[src/rtl/sub_div_unit_if.sv]
// ---------------------------------------------------------------------------
// sub_div_unit_if
// Operand/result bundle for sub_div_unit.
//   Operand side : valid_i, ready_o, y_i (ACC_W), b_i (ACC_W), a_i (WIDTH)
//   Result side  : valid_o, ready_i, x_sat_o (WIDTH), q_full_o (D),
//                  rem_o (WIDTH), sat_o, dz_o
// slave  : the divider itself.
// master : the client that supplies operands and consumes results.
// ---------------------------------------------------------------------------
interface sub_div_unit_if #(
   parameter int WIDTH = 16,
   parameter int MAXN  = 16
);
   localparam int ACC_W = 2*WIDTH + $clog2(MAXN);
   localparam int D     = ACC_W + 1;

   logic                    valid_i;
   logic                    ready_o;
   logic signed [ACC_W-1:0] y_i;
   logic signed [ACC_W-1:0] b_i;
   logic signed [WIDTH-1:0] a_i;
   logic                    valid_o;
   logic                    ready_i;
   logic signed [WIDTH-1:0] x_sat_o;
   logic signed [D-1:0]     q_full_o;
   logic signed [WIDTH-1:0] rem_o;
   logic                    sat_o;
   logic                    dz_o;

   modport slave (
      input  valid_i, y_i, b_i, a_i, ready_i,
      output ready_o, valid_o, x_sat_o, q_full_o, rem_o, sat_o, dz_o
   );

   modport master (
      output valid_i, y_i, b_i, a_i, ready_i,
      input  ready_o, valid_o, x_sat_o, q_full_o, rem_o, sat_o, dz_o
   );
endinterface

[src/rtl/sub_div_unit.sv]
// ---------------------------------------------------------------------------
// sub_div_unit
// Recovers x = (y - b) / a with a multi-cycle signed restoring divider.
//   clk_i  : clock, rising edge
//   rst_ni : synchronous active-low reset
//   bus    : sub_div_unit_if.slave
//            operands y_i, b_i (ACC_W), a_i (WIDTH) with valid_i/ready_o;
//            results x_sat_o, q_full_o, rem_o, sat_o, dz_o with
//            valid_o/ready_i.
// A nonzero divisor takes D CALC cycles plus one FIX cycle; a zero divisor
// goes straight to DONE with saturated outputs.
// ---------------------------------------------------------------------------
module sub_div_unit #(
   parameter int WIDTH = 16,
   parameter int MAXN  = 16
) (
   input  logic clk_i,
   input  logic rst_ni,
   sub_div_unit_if.slave bus
);
   localparam int ACC_W = 2*WIDTH + $clog2(MAXN);
   localparam int D     = ACC_W + 1;
   localparam int CNT_W = $clog2(D);

   localparam logic signed [WIDTH-1:0] XMAX = {1'b0, {(WIDTH-1){1'b1}}};
   localparam logic signed [WIDTH-1:0] XMIN = {1'b1, {(WIDTH-1){1'b0}}};

   typedef enum logic [1:0] {S_IDLE, S_CALC, S_FIX, S_DONE} state_t;

   state_t r_state;
   state_t w_state_nxt;

   logic [CNT_W-1:0] r_cnt;
   // Holds |n| at accept; quotient bits shift in from the bottom as the
   // dividend bits shift out of the top, so it ends up holding |q|.
   logic [D-1:0]     r_num;
   logic [WIDTH-1:0] r_den;
   logic [WIDTH-1:0] r_rem;
   logic             r_neg_n;
   logic             r_neg_a;

   logic signed [WIDTH-1:0] r_x_sat;
   logic signed [D-1:0]     r_q_full;
   logic signed [WIDTH-1:0] r_rem_out;
   logic                    r_sat;
   logic                    r_dz;

   logic signed [D-1:0]     w_n;
   logic [D-1:0]            w_n_mag;
   logic [WIDTH-1:0]        w_a_mag;
   logic                    w_a_zero;
   logic [WIDTH:0]          w_trial;
   logic                    w_ge;
   logic [WIDTH-1:0]        w_diff;
   logic signed [D-1:0]     w_q_fix;
   logic signed [WIDTH-1:0] w_rem_fix;
   logic [WIDTH:0]          w_sat_res;

   // Returns {clipped, value}: clipped when the bits above the WIDTH-bit
   // signed range are not a pure sign extension.
   function automatic logic [WIDTH:0] f_sat(input logic signed [D-1:0] q);
      logic clip;
      clip = !((&q[D-1:WIDTH-1]) || !(|q[D-1:WIDTH-1]));
      if (clip)
         f_sat = {1'b1, (q[D-1] ? XMIN : XMAX)};
      else
         f_sat = {1'b0, q[WIDTH-1:0]};
   endfunction

   // Exact D-bit dividend: both operands sign-extended by one bit.
   assign w_n      = {bus.y_i[ACC_W-1], bus.y_i} - {bus.b_i[ACC_W-1], bus.b_i};
   assign w_n_mag  = w_n[D-1] ? -w_n : w_n;
   // Unsigned WIDTH-bit magnitude, so -2^(WIDTH-1) maps to 2^(WIDTH-1).
   assign w_a_mag  = bus.a_i[WIDTH-1] ? -bus.a_i : bus.a_i;
   assign w_a_zero = (bus.a_i == '0);

   assign w_trial  = {r_rem, r_num[D-1]};
   assign w_ge     = (w_trial >= {1'b0, r_den});
   // Only used when w_ge, so the result is below r_den and fits WIDTH bits.
   assign w_diff   = w_trial[WIDTH-1:0] - r_den;

   assign w_q_fix   = (r_neg_n ^ r_neg_a) ? -r_num : r_num;
   assign w_rem_fix = r_neg_n ? -r_rem : r_rem;
   assign w_sat_res = f_sat(w_q_fix);

   assign bus.ready_o  = (r_state == S_IDLE);
   assign bus.valid_o  = (r_state == S_DONE);
   assign bus.x_sat_o  = r_x_sat;
   assign bus.q_full_o = r_q_full;
   assign bus.rem_o    = r_rem_out;
   assign bus.sat_o    = r_sat;
   assign bus.dz_o     = r_dz;

   always_ff @(posedge clk_i) begin
      if (!rst_ni)
         r_state <= S_IDLE;
      else
         r_state <= w_state_nxt;
   end

   always_comb begin
      w_state_nxt = r_state;
      case (r_state)
         S_IDLE: if (bus.valid_i) w_state_nxt = w_a_zero ? S_DONE : S_CALC;
         S_CALC: if (r_cnt == '0) w_state_nxt = S_FIX;
         S_FIX:  w_state_nxt = S_DONE;
         S_DONE: if (bus.ready_i) w_state_nxt = S_IDLE;
         default: w_state_nxt = S_IDLE;
      endcase
   end

   always_ff @(posedge clk_i) begin
      if (!rst_ni) begin
         r_cnt     <= '0;
         r_x_sat   <= '0;
         r_q_full  <= '0;
         r_rem_out <= '0;
         r_sat     <= 1'b0;
         r_dz      <= 1'b0;
      end else begin
         case (r_state)
            S_IDLE: begin
               if (bus.valid_i) begin
                  r_num   <= w_n_mag;
                  r_den   <= w_a_mag;
                  r_rem   <= '0;
                  r_neg_n <= w_n[D-1];
                  r_neg_a <= bus.a_i[WIDTH-1];
                  r_cnt   <= CNT_W'(D-1);
                  if (w_a_zero) begin
                     r_x_sat   <= w_n[D-1] ? XMIN : XMAX;
                     r_q_full  <= '0;
                     r_rem_out <= '0;
                     r_sat     <= 1'b1;
                     r_dz      <= 1'b1;
                  end
               end
            end
            S_CALC: begin
               r_rem <= w_ge ? w_diff : w_trial[WIDTH-1:0];
               r_num <= {r_num[D-2:0], w_ge};
               r_cnt <= r_cnt - CNT_W'(1);
            end
            S_FIX: begin
               r_q_full  <= w_q_fix;
               r_rem_out <= w_rem_fix;
               r_x_sat   <= w_sat_res[WIDTH-1:0];
               r_sat     <= w_sat_res[WIDTH];
               r_dz      <= 1'b0;
            end
            default: ;
         endcase
      end
   end
endmodule

[src/flat_wrapper.sv]
// flat-port wrapper written by rule: the top's interface ports become plain ports
module sub_div_unit_flat 
#(
   parameter int WIDTH = 16,
   parameter int MAXN  = 16
)
  (clk_i, rst_ni, bus_valid_i, bus_y_i, bus_b_i, bus_a_i, bus_ready_i, bus_ready_o, bus_valid_o, bus_x_sat_o, bus_q_full_o, bus_rem_o, bus_sat_o, bus_dz_o);
  sub_div_unit_if #(.WIDTH(WIDTH), .MAXN(MAXN)) bus_i ();
  input  logic clk_i;
  input  logic rst_ni;
  input wire logic [$bits(bus_i.valid_i)-1:0] bus_valid_i;
  input wire logic [$bits(bus_i.y_i)-1:0] bus_y_i;
  input wire logic [$bits(bus_i.b_i)-1:0] bus_b_i;
  input wire logic [$bits(bus_i.a_i)-1:0] bus_a_i;
  input wire logic [$bits(bus_i.ready_i)-1:0] bus_ready_i;
  output wire logic [$bits(bus_i.ready_o)-1:0] bus_ready_o;
  output wire logic [$bits(bus_i.valid_o)-1:0] bus_valid_o;
  output wire logic [$bits(bus_i.x_sat_o)-1:0] bus_x_sat_o;
  output wire logic [$bits(bus_i.q_full_o)-1:0] bus_q_full_o;
  output wire logic [$bits(bus_i.rem_o)-1:0] bus_rem_o;
  output wire logic [$bits(bus_i.sat_o)-1:0] bus_sat_o;
  output wire logic [$bits(bus_i.dz_o)-1:0] bus_dz_o;
  assign bus_i.valid_i = bus_valid_i;
  assign bus_i.y_i = bus_y_i;
  assign bus_i.b_i = bus_b_i;
  assign bus_i.a_i = bus_a_i;
  assign bus_i.ready_i = bus_ready_i;
  assign bus_ready_o = bus_i.ready_o;
  assign bus_valid_o = bus_i.valid_o;
  assign bus_x_sat_o = bus_i.x_sat_o;
  assign bus_q_full_o = bus_i.q_full_o;
  assign bus_rem_o = bus_i.rem_o;
  assign bus_sat_o = bus_i.sat_o;
  assign bus_dz_o = bus_i.dz_o;
  sub_div_unit #(.WIDTH(WIDTH), .MAXN(MAXN)) u_core (.clk_i(clk_i), .rst_ni(rst_ni), .bus(bus_i));
endmodule
[config.mk]
export PLATFORM = sky130hd
export DESIGN_NAME = sub_div_unit_flat
export DESIGN_NICKNAME = d
export VERILOG_FILES = /design/src/rtl/sub_div_unit_if.sv /design/src/rtl/sub_div_unit.sv /design/src/flat_wrapper.sv
export SDC_FILE = /design/constraint.sdc
export NUM_CORES = 1
export LEC_CHECK = 0
export CORE_UTILIZATION = 55
export DETAILED_ROUTE_END_ITERATION = 10
export PLACE_DENSITY = 0.8
export SLEW_MARGIN = 20
export SYNTH_ARGS = -nofsm -noshare
export SYNTH_HDL_FRONTEND = slang
export SYNTH_SLANG_ARGS = --single-unit
[constraint.sdc]
create_clock -name clk_i -period 6.7 [get_ports clk_i]
set_clock_uncertainty 0.2 [all_clocks]
set_input_delay 1.34 -clock clk_i [delete_from_list [all_inputs] [get_ports clk_i]]
set_output_delay 1.34 -clock clk_i [all_outputs]
set_load 0.01 [all_outputs]
### Word level (Yosys, flattened, before mapping)

Index checks and enable logic that the tools add are counted.

| storage, ports and cells | value |
|---|---|
| flip-flop bits (word level) | 150 |
| input port bits | 92 |
| logic and storage cells | 75 |

| operators by class | value |
|---|---|
| muxes and demuxes | 32 |
| bitwise gates (word level) | 1 |
| eq/ne operators | 7 |
| reductions and logical operators | 14 |
| $add $sub $neg | 7 |
| $lt $le $gt $ge | 1 |

Operators by type and width:

| cell | number |
|---|---|
| $mux 37 | 5 |
| $pmux 37 s2 | 2 |
| $mux 16 | 9 |
| $pmux 16 s2 | 3 |
| $neg 37->37 | 2 |
| $sub 36x36->37 | 1 |
| $neg 16->16 | 2 |
| $reduce_and 22->1 | 1 |
| $reduce_or 22->1 | 1 |
| $ge 17x16->1 | 1 |
| $mux 17 | 1 |
| $logic_not 16->1 | 1 |
| $sub 16x16->16 | 1 |
| $mux 15 | 1 |
| $pmux 6 s2 | 1 |
| $reduce_and 3->1 | 4 |
| $mux 2 | 4 |
| $pmux 2 s4 | 1 |
| $logic_not 6->1 | 1 |
| $mux 6 | 1 |
| $sub 6x1->6 const B | 1 |
| $eq 2x2->1 const B | 2 |
| $ne 2x1->1 const B | 2 |
| $ne 2x2->1 const B | 2 |
| other kinds (9) | 12 |

### Depth between registers and ports, before layout

Gate-level depths: netlist of the first run.

| depth | value |
|---|---|
| depth in word-level cells | 7 |
| depth in mapped cells | 15 |

### Worst setup path before layout of the first run

No wires, ideal clock.

| timing path | value |
|---|---|
| path kind | input to register |
| from | in bus_y_i[0] |
| to | reg u_core.r_num[35] (data pin) |
| arrival time | 4901 ps |
| path slack | 1419 ps |
| required time | 6320 ps |
| stages on the path | 14 |
| cells stage by stage | inv_1 > ha_1 > fa_1 > nor2b_1 > o211ai_1 > o32a_1 > o311a_1 > a211oi_1 > nand4_1 > or4_1 > or3_1 > buf_2 > or4b_1 > o311ai_1 |

| between the ends | value |
|---|---|
| word-level cells in the longest chain between the ends | 5 |

Ends and longest elaborated chain:

| element | RTL line | text |
|---|---|---|
| start: declaration | flat_wrapper.sv:12 | `input wire logic [$bits(bus_i.y_i)-1:0] bus_y_i;` |
| $sub 36x36->37 (*) | sub_div_unit.sv:71 | `assign w_n = {bus.y_i[ACC_W-1], bus.y_i} - {bus.b_i[ACC_W-1], bus.b_i};` |
| $neg 37->37 | sub_div_unit.sv:72 | `assign w_n_mag = w_n[D-1] ? -w_n : w_n;` |
| $mux 37 (*) | sub_div_unit.sv:72 |  |
| $mux 37 (*) | sub_div_unit.sv:123 | `if (bus.valid_i) begin` |
| $pmux 37 s2 (*) | sub_div_unit.sv:121 | `case (r_state)` |
| end signal: assignment | sub_div_unit.sv:124 | `r_num <= w_n_mag;` |
| end signal: assignment | sub_div_unit.sv:141 | `r_num <= {r_num[D-2:0], w_ge};` |
| end: declaration | sub_div_unit.sv:36 | `logic [D-1:0] r_num;` |

Mark *: on every way between the ends. The rest lies on a longest branch, timed or not. The select of a mux whose other input is x is not followed.
A chain may end at the register's enable or synchronous reset.

### Worst setup path in the final report of the first run

Same ends and word-level chain as after synthesis.

==> results of run 1 <==
power groups by stage:
| stage | logic, mW | registers (mW) | clock network, mW |
|---|---|---|---|
| 2_1_floorplan | 1.45 | 1.37 | 0 |
| 3_3_place_gp | 1.86 | 1.43 | 0 |
| 3_5_place_dp | 1.91 | 1.44 | 0 |
| 4_1_cts | 1.92 | 1.42 | 0.946 |
| 5_1_grt | 2.14 | 1.45 | 0.988 |
| 6_report | 1.94 | 1.43 | 0.943 |
sequential cells by signal, indices dropped and copies added (netlist names):
| register | count |
|---|---|
| u_core.r_neg_n | 1 |
| u_core.bus.x_sat_o | 16 |
| u_core.r_den | 16 |
| u_core.r_cnt | 6 |
| u_core.bus.sat_o | 1 |
| u_core.r_rem | 16 |
| u_core.bus.rem_o | 16 |
| u_core.r_state | 2 |
| u_core.bus.dz_o | 1 |
| u_core.bus.q_full_o | 37 |
| u_core.r_neg_a | 1 |
| u_core.r_num | 37 |
Yosys cell counts, types with 25 or more instances:
cell type | n | area share [%]
a21oi_1 | 79 | 3.3
ha_1 | 62 | 6.4
edfxtp_1 | 71 | 18
nand3_1 | 58 | 2.4
dfxtp_1 | 79 | 13
inv_1 | 87 | 2.7
or3_1 | 25 | 1.3
a21boi_0 | 37 | 2.3
o21ai_0 | 75 | 3.1
o31ai_1 | 31 | 1.9
xnor2_1 | 76 | 5.5
a211oi_1 | 26 | 1.6
nor2_1 | 105 | 3.3
and2_1 | 33 | 1.7
nor3_1 | 47 | 1.9
nand2_1 | 156 | 4.8
xor2_1 | 35 | 2.5
clkbuf_1 | 64 | 2.0
logic make-up (layout without fill, tap and decap cells):
group / Yosys count / after routing / share of synthesized area [%]
AO/OA/AOI/OAI: 401 / 401 / 22.5
buffers and inverters: 169 / 295 / 5.36
XOR/XNOR: 111 / 111 / 8.05
flip-flops: 150 / 150 / 30.8
multiplexers: 33 / 33 / 2.93
AND/OR/NAND/NOR: 565 / 565 / 23.6
adder cells (fa/ha/maj): 64 / 64 / 6.76
critical path, stage by stage:
cell             delay (ns)
clkdlybuf4s50_1        0.46
inv_1                  0.04
ha_1                   0.21
fa_1                   0.41
nor2b_1                0.26
o211a_1                0.29
o21ai_4                0.12
a31oi_1                0.38
nor4_1                 0.10
or3b_1                 0.43
or4_1                  0.58
or3_1                  0.51
or4b_1                 0.54
o311ai_1               0.10
path summary, 6_finish.rpt:
path                                   to  depth (start not counted)  slack (ns)
setup reg to reg    u_core.bus.x_sat_o[1]                         10        2.03
hold / removal    u_core.bus.q_full_o[34]                          2        0.26
setup / recovery         u_core.r_num[35]                         14        0.96
hold reg to reg   u_core.bus.q_full_o[34]                          2        0.26
per-stage QoR:
stage	area, um^2	total power, mW	hold WS, ns	worst slack [ns]	util (%)
after floorplan	12100	2.82	0.275	1.42	-
after global placement	13900	3.29	0.244	0.647	65.2
after global routing	14500	4.58	0.283	0.705	67.9
after detailed placement	13900	3.35	0.254	0.555	65.2
after CTS	14500	4.29	0.261	0.990	67.9
final	14500	4.31	0.258	0.963	67.9
area by class of cell:
type | count | area, um^2 | share of cell area, %
multi-input cells | 1174 | 7760 | 53.7
flip-flops and latches | 150 | 3710 | 25.7
repair buffers | 175 | 1720 | 11.9
clock buffers | 20 | 468 | 3.24
well taps | 275 | 344 | 2.38
inverters | 88 | 330 | 2.29
clock inverters | 12 | 114 | 0.788
per-layer routing:
metal	wire length [um]	vias up	GRT usage [%]
li1	-	5700	-
met2	13300	432	41.0
met4	371	0	6.52
met1	14600	5267	40.2
met5	0	-	0
met3	1840	25	3.15
==> results.toml, run 1 <==
[run_status]
status = "finished, final reports clean"

[cts]
cts.sinks = 150
cts_hold_buf = 0
cts_resized = 0
cts_htree_levels = 4
postCtsSetupRepairBufs = 0
clkTransAtPathRegs_ns = 0.06
cts_tree = "done"
cts_buffers = 17
clock_path_buffers = 2
cts-root-buf = "clkbuf_16"
clk_latency_ns = 0.44

[pwr]
p_leak_nw = 5.31
swShare_pct = 40.2
ir_worst_vdd_mv = 0.180
p_switching_mw = 1.73
power_density_mw_per_mm2 = 298
p_clk_share_pct = 21.9
combPwrFrac_pct = 45.0
p_seq_share_pct = 33.1
intPower_mw = 2.58

[global_route]
antenna_found_initial = 0
globalRouteTotalUtil_pct = 26.9
grt_max_degree = 68
grt_pass1_vias = 10100
grt_pass1_wl_mm = 49.5
overflow = 0

[setup_path]
worstPathRequired_ns = 6.75
critPathKind = "in2reg"
startpoint_type = "input port"
reg2reg_from = "u_core.r_num[13]"
path_max_fanout = 9
cp-startpoint = "bus_y_i[0]"
crit_arrival_ns = 5.78
end_kind = "register"

[floorplan]
ios = 165
coreArea_mm2 = 0.0213
die_area_mm2 = 0.0226
die_h_um = 150
start_util_pct = 56.7
die_w_um = 150
std_cell_rows = 53

[routing]
dr.first_iter.drc_count = 899
finalWirelength_mm = 30.1
wl_per_cell_um = 15.9
drt_pass1_iterations = 5
vias = 11400
vias_per_cell = 6.03
ant_nets = 0
drc = 0

[place]
dp.cells = 1862
gp_congestion = 0.915
numPortBuffers = 164
dp_hpwl_mm = 22.9

[sta]
max_freq_ghz = 0.174
period_share_pct = 85.6
post-route-min-period_ns = 5.74
tns_ns = 0
rsz0062_at_grt = "false"
slew_viol_final = 0
tightest_slew_ns = 1.04
slew_headroom_pct = 29.6
hold_viol_final = 0
setup_viol = 0

[final_layout]
fillers = 1742
drive_above_1_share_pct = 4.94
layout_commonest_cell = "clkdlybuf4s50_1"
layout_common_cells = "clkdlybuf4s50_1 (164), nand2_1 (156), nor2_1 (105)"
area_growth_syn_to_layout_pct = 19.7
diodes = 0
layout.nets = 1762
final_cells = 1894

[synthesis]
synth-edff-count = 71
ys_types = 81
postSynthAreaPerCell_um2 = 8.09
yosysWarnings = 0
ys.flop_type = "dfxtp_1"
syn-num-nets = 1649
synth-seq-cells = 150
synthCells = 1493
syn_area_mm2 = 0.0121
ys_async_sr_fraction_pct = 0
ys_seq_area_share_pct = 30.8

[min_path]
min_path_type = "reg2reg"
min_from = "u_core.bus.q_full_o[34]"

[flow_run]
max_cap_viol_count = 0
(Power assumes the default switching activity.)
==> run 2, diff against run 1 <==
--- a/config.mk
+++ b/config.mk
@@ -8,7 +8,6 @@
 export CORE_UTILIZATION = 55
 export DETAILED_ROUTE_END_ITERATION = 10
 export PLACE_DENSITY = 0.8
-export SLEW_MARGIN = 20
 export SYNTH_ARGS = -nofsm -noshare
 export SYNTH_HDL_FRONTEND = slang
 export SYNTH_SLANG_ARGS = --single-unit
==> results of run 2 <==
Same layout as run 1: the final DEF is identical, and so are final timing and power.
==> run 3, diff against run 2 <==
==> constraint.sdc (replaced) <==
create_clock -name clk_i -period 5.75 [get_ports clk_i]
set_clock_uncertainty 0.2 [all_clocks]
set_input_delay 1.15 -clock clk_i [delete_from_list [all_inputs] [get_ports clk_i]]
set_output_delay 1.15 -clock clk_i [all_outputs]
set_load 0.01 [all_outputs]
==> results.toml, run 3 (same netlist as run 1, synthesis figures left out) <==
[place]
dp_hpwl_mm = 23.1
dp_slack_ns = -0.0194
gp_congestion = 0.914
placed_cell_area_mm2 = 0.0141
numPortBuffers = 164

[final_layout]
multi_input_area_mm2 = 0.00776
diodes = 0
layout_commonest_cell = "clkdlybuf4s50_1"
seq_area_mm2 = 0.00371
layout.nets = 1786
drive_above_1_share_pct = 6.45
area_growth_syn_to_layout_pct = 21.3
layout_common_cells = "clkdlybuf4s50_1 (164), nand2_1 (156), nor2_1 (105)"
fin_area_mm2 = 0.0146
fillers = 1699

[cts]
clock_path_buffers = 2
cts_resized = 0
clkTransAtPathRegs_ns = 0.06
cts.sinks = 150
cts_hold_buf = 0
cts_htree_levels = 4
cts-root-buf = "clkbuf_16"
clk_latency_ns = 0.43
postCtsSetupRepairBufs = 0
cts_tree = "done"
cts_buffers = 17

[floorplan]
die_area_mm2 = 0.0226
ios = 165
std_cell_rows = 53
die_h_um = 150
start_util_pct = 56.7
die_w_um = 150
coreArea_mm2 = 0.0213

[min_path]
min_path_type = "reg2reg"

[setup_path]
end_kind = "register"
critPathKind = "in2reg"
path_max_fanout = 7
cp-startpoint = "bus_y_i[0]"
reg2reg_from = "u_core.r_num[3]"
cp-endpoint = "u_core.r_num[35]"
worstPathRequired_ns = 5.78
startpoint_type = "input port"
r2r_setup_slack_ns = 1.44
r2r_end = "u_core.bus.x_sat_o[2]"
worst_r2r_path_depth = 11
crit_arrival_ns = 5.37

[routing]
ant_nets = 0
drt_pass1_iterations = 5
finalWirelength_mm = 30.4
vias_per_cell = 6.04
vias = 11600
drc = 0
wl_per_cell_um = 15.8
dr.first_iter.drc_count = 964

[run_status]
status = "finished, final reports clean"

[sta]
slew_viol_final = 0
period_share_pct = 92.9
slew_headroom_pct = 35.1
rsz0062_at_grt = "false"
tns_ns = 0
max_freq_ghz = 0.187
hold_viol_final = 0
holdWs_ns = 0.259
finalWorstSetupSlack_ns = 0.406
setup_viol = 0
tightest_slew_ns = 0.966
post-route-min-period_ns = 5.34

[pwr]
finalPower_mw = 5.05
ir_worst_vdd_mv = 0.198
power_density_mw_per_mm2 = 345
p_leak_nw = 5.43

[global_route]
overflow = 0
grt_pass1_vias = 10400
grt_max_degree = 68
globalRouteTotalUtil_pct = 27.2
antenna_found_initial = 0
grt_pass1_wl_mm = 50.2

[flow_run]
max_cap_viol_count = 0
==> run 3: changes by cell type in the layout (fill, tap and decap cells not counted), sizes merged <==
cell / change
buf: +24
clkbuf: -1
inv: +1
==> run 3: worst min path at each step <==
stage / start / end / slack, ns / cells after the start
floorplan: u_core.bus.q_full_o[34] / u_core.bus.q_full_o[34] / 0.27 / 2
finish: u_core.bus.rem_o[2] / u_core.bus.rem_o[2] / 0.26 / 2
global route: u_core.bus.q_full_o[15] / u_core.bus.q_full_o[15] / 0.28 / 2
global placement: u_core.bus.q_full_o[34] / u_core.bus.q_full_o[34] / 0.25 / 2
detailed placement: u_core.bus.rem_o[2] / u_core.bus.rem_o[2] / 0.25 / 2
CTS: u_core.bus.q_full_o[18] / u_core.bus.q_full_o[18] / 0.26 / 2
==> run 3: layout make-up <==
type | count | area share (%)
clock buffers | 19 | 3.09
well taps | 275 | 2.35
repair buffers | 199 | 13.0
clock inverters | 13 | 0.923
multi-input cells | 1174 | 53.0
inverters | 88 | 2.26
flip-flops and latches | 150 | 25.4
==> run 3: routing by layer <==
metal | vias up | part of all wire [%] | GRT usage [%]
met5 | - | 0 | 0
met4 | 0 | 1.1 | 6.77
met3 | 42 | 7.1 | 4.15
met2 | 440 | 44 | 42.0
met1 | 5356 | 47 | 39.5
li1 | 5743 | - | -
==> run 3: critical path, stage by stage <==
cell             delay [ns]
clkdlybuf4s50_1        0.46
inv_1                  0.04
ha_1                   0.21
fa_1                   0.40
nor2b_1                0.26
o211ai_1               0.12
o32a_1                 0.35
o311a_1                0.32
a211oi_1               0.28
nand4_1                0.18
or4_1                  0.52
or3_1                  0.44
or4b_1                 0.53
o311ai_1               0.10
==> run 3: where the power goes <==
part / leakage [nW] / internal (mW) / switching [mW]
clock: 0.286 / 0.632 / 0.471
sequential: 1.31 / 1.42 / 0.247
combinational: 3.83 / 0.958 / 1.32
==> run 3: through the flow <==
stage / std cells / util, %
finish: 1918 / 68.8
global route: 1918 / 68.8
CTS: 1918 / 68.8
detailed placement: 1886 / 66.0
global placement: 1886 / 66.0
floorplan: 1493 / -
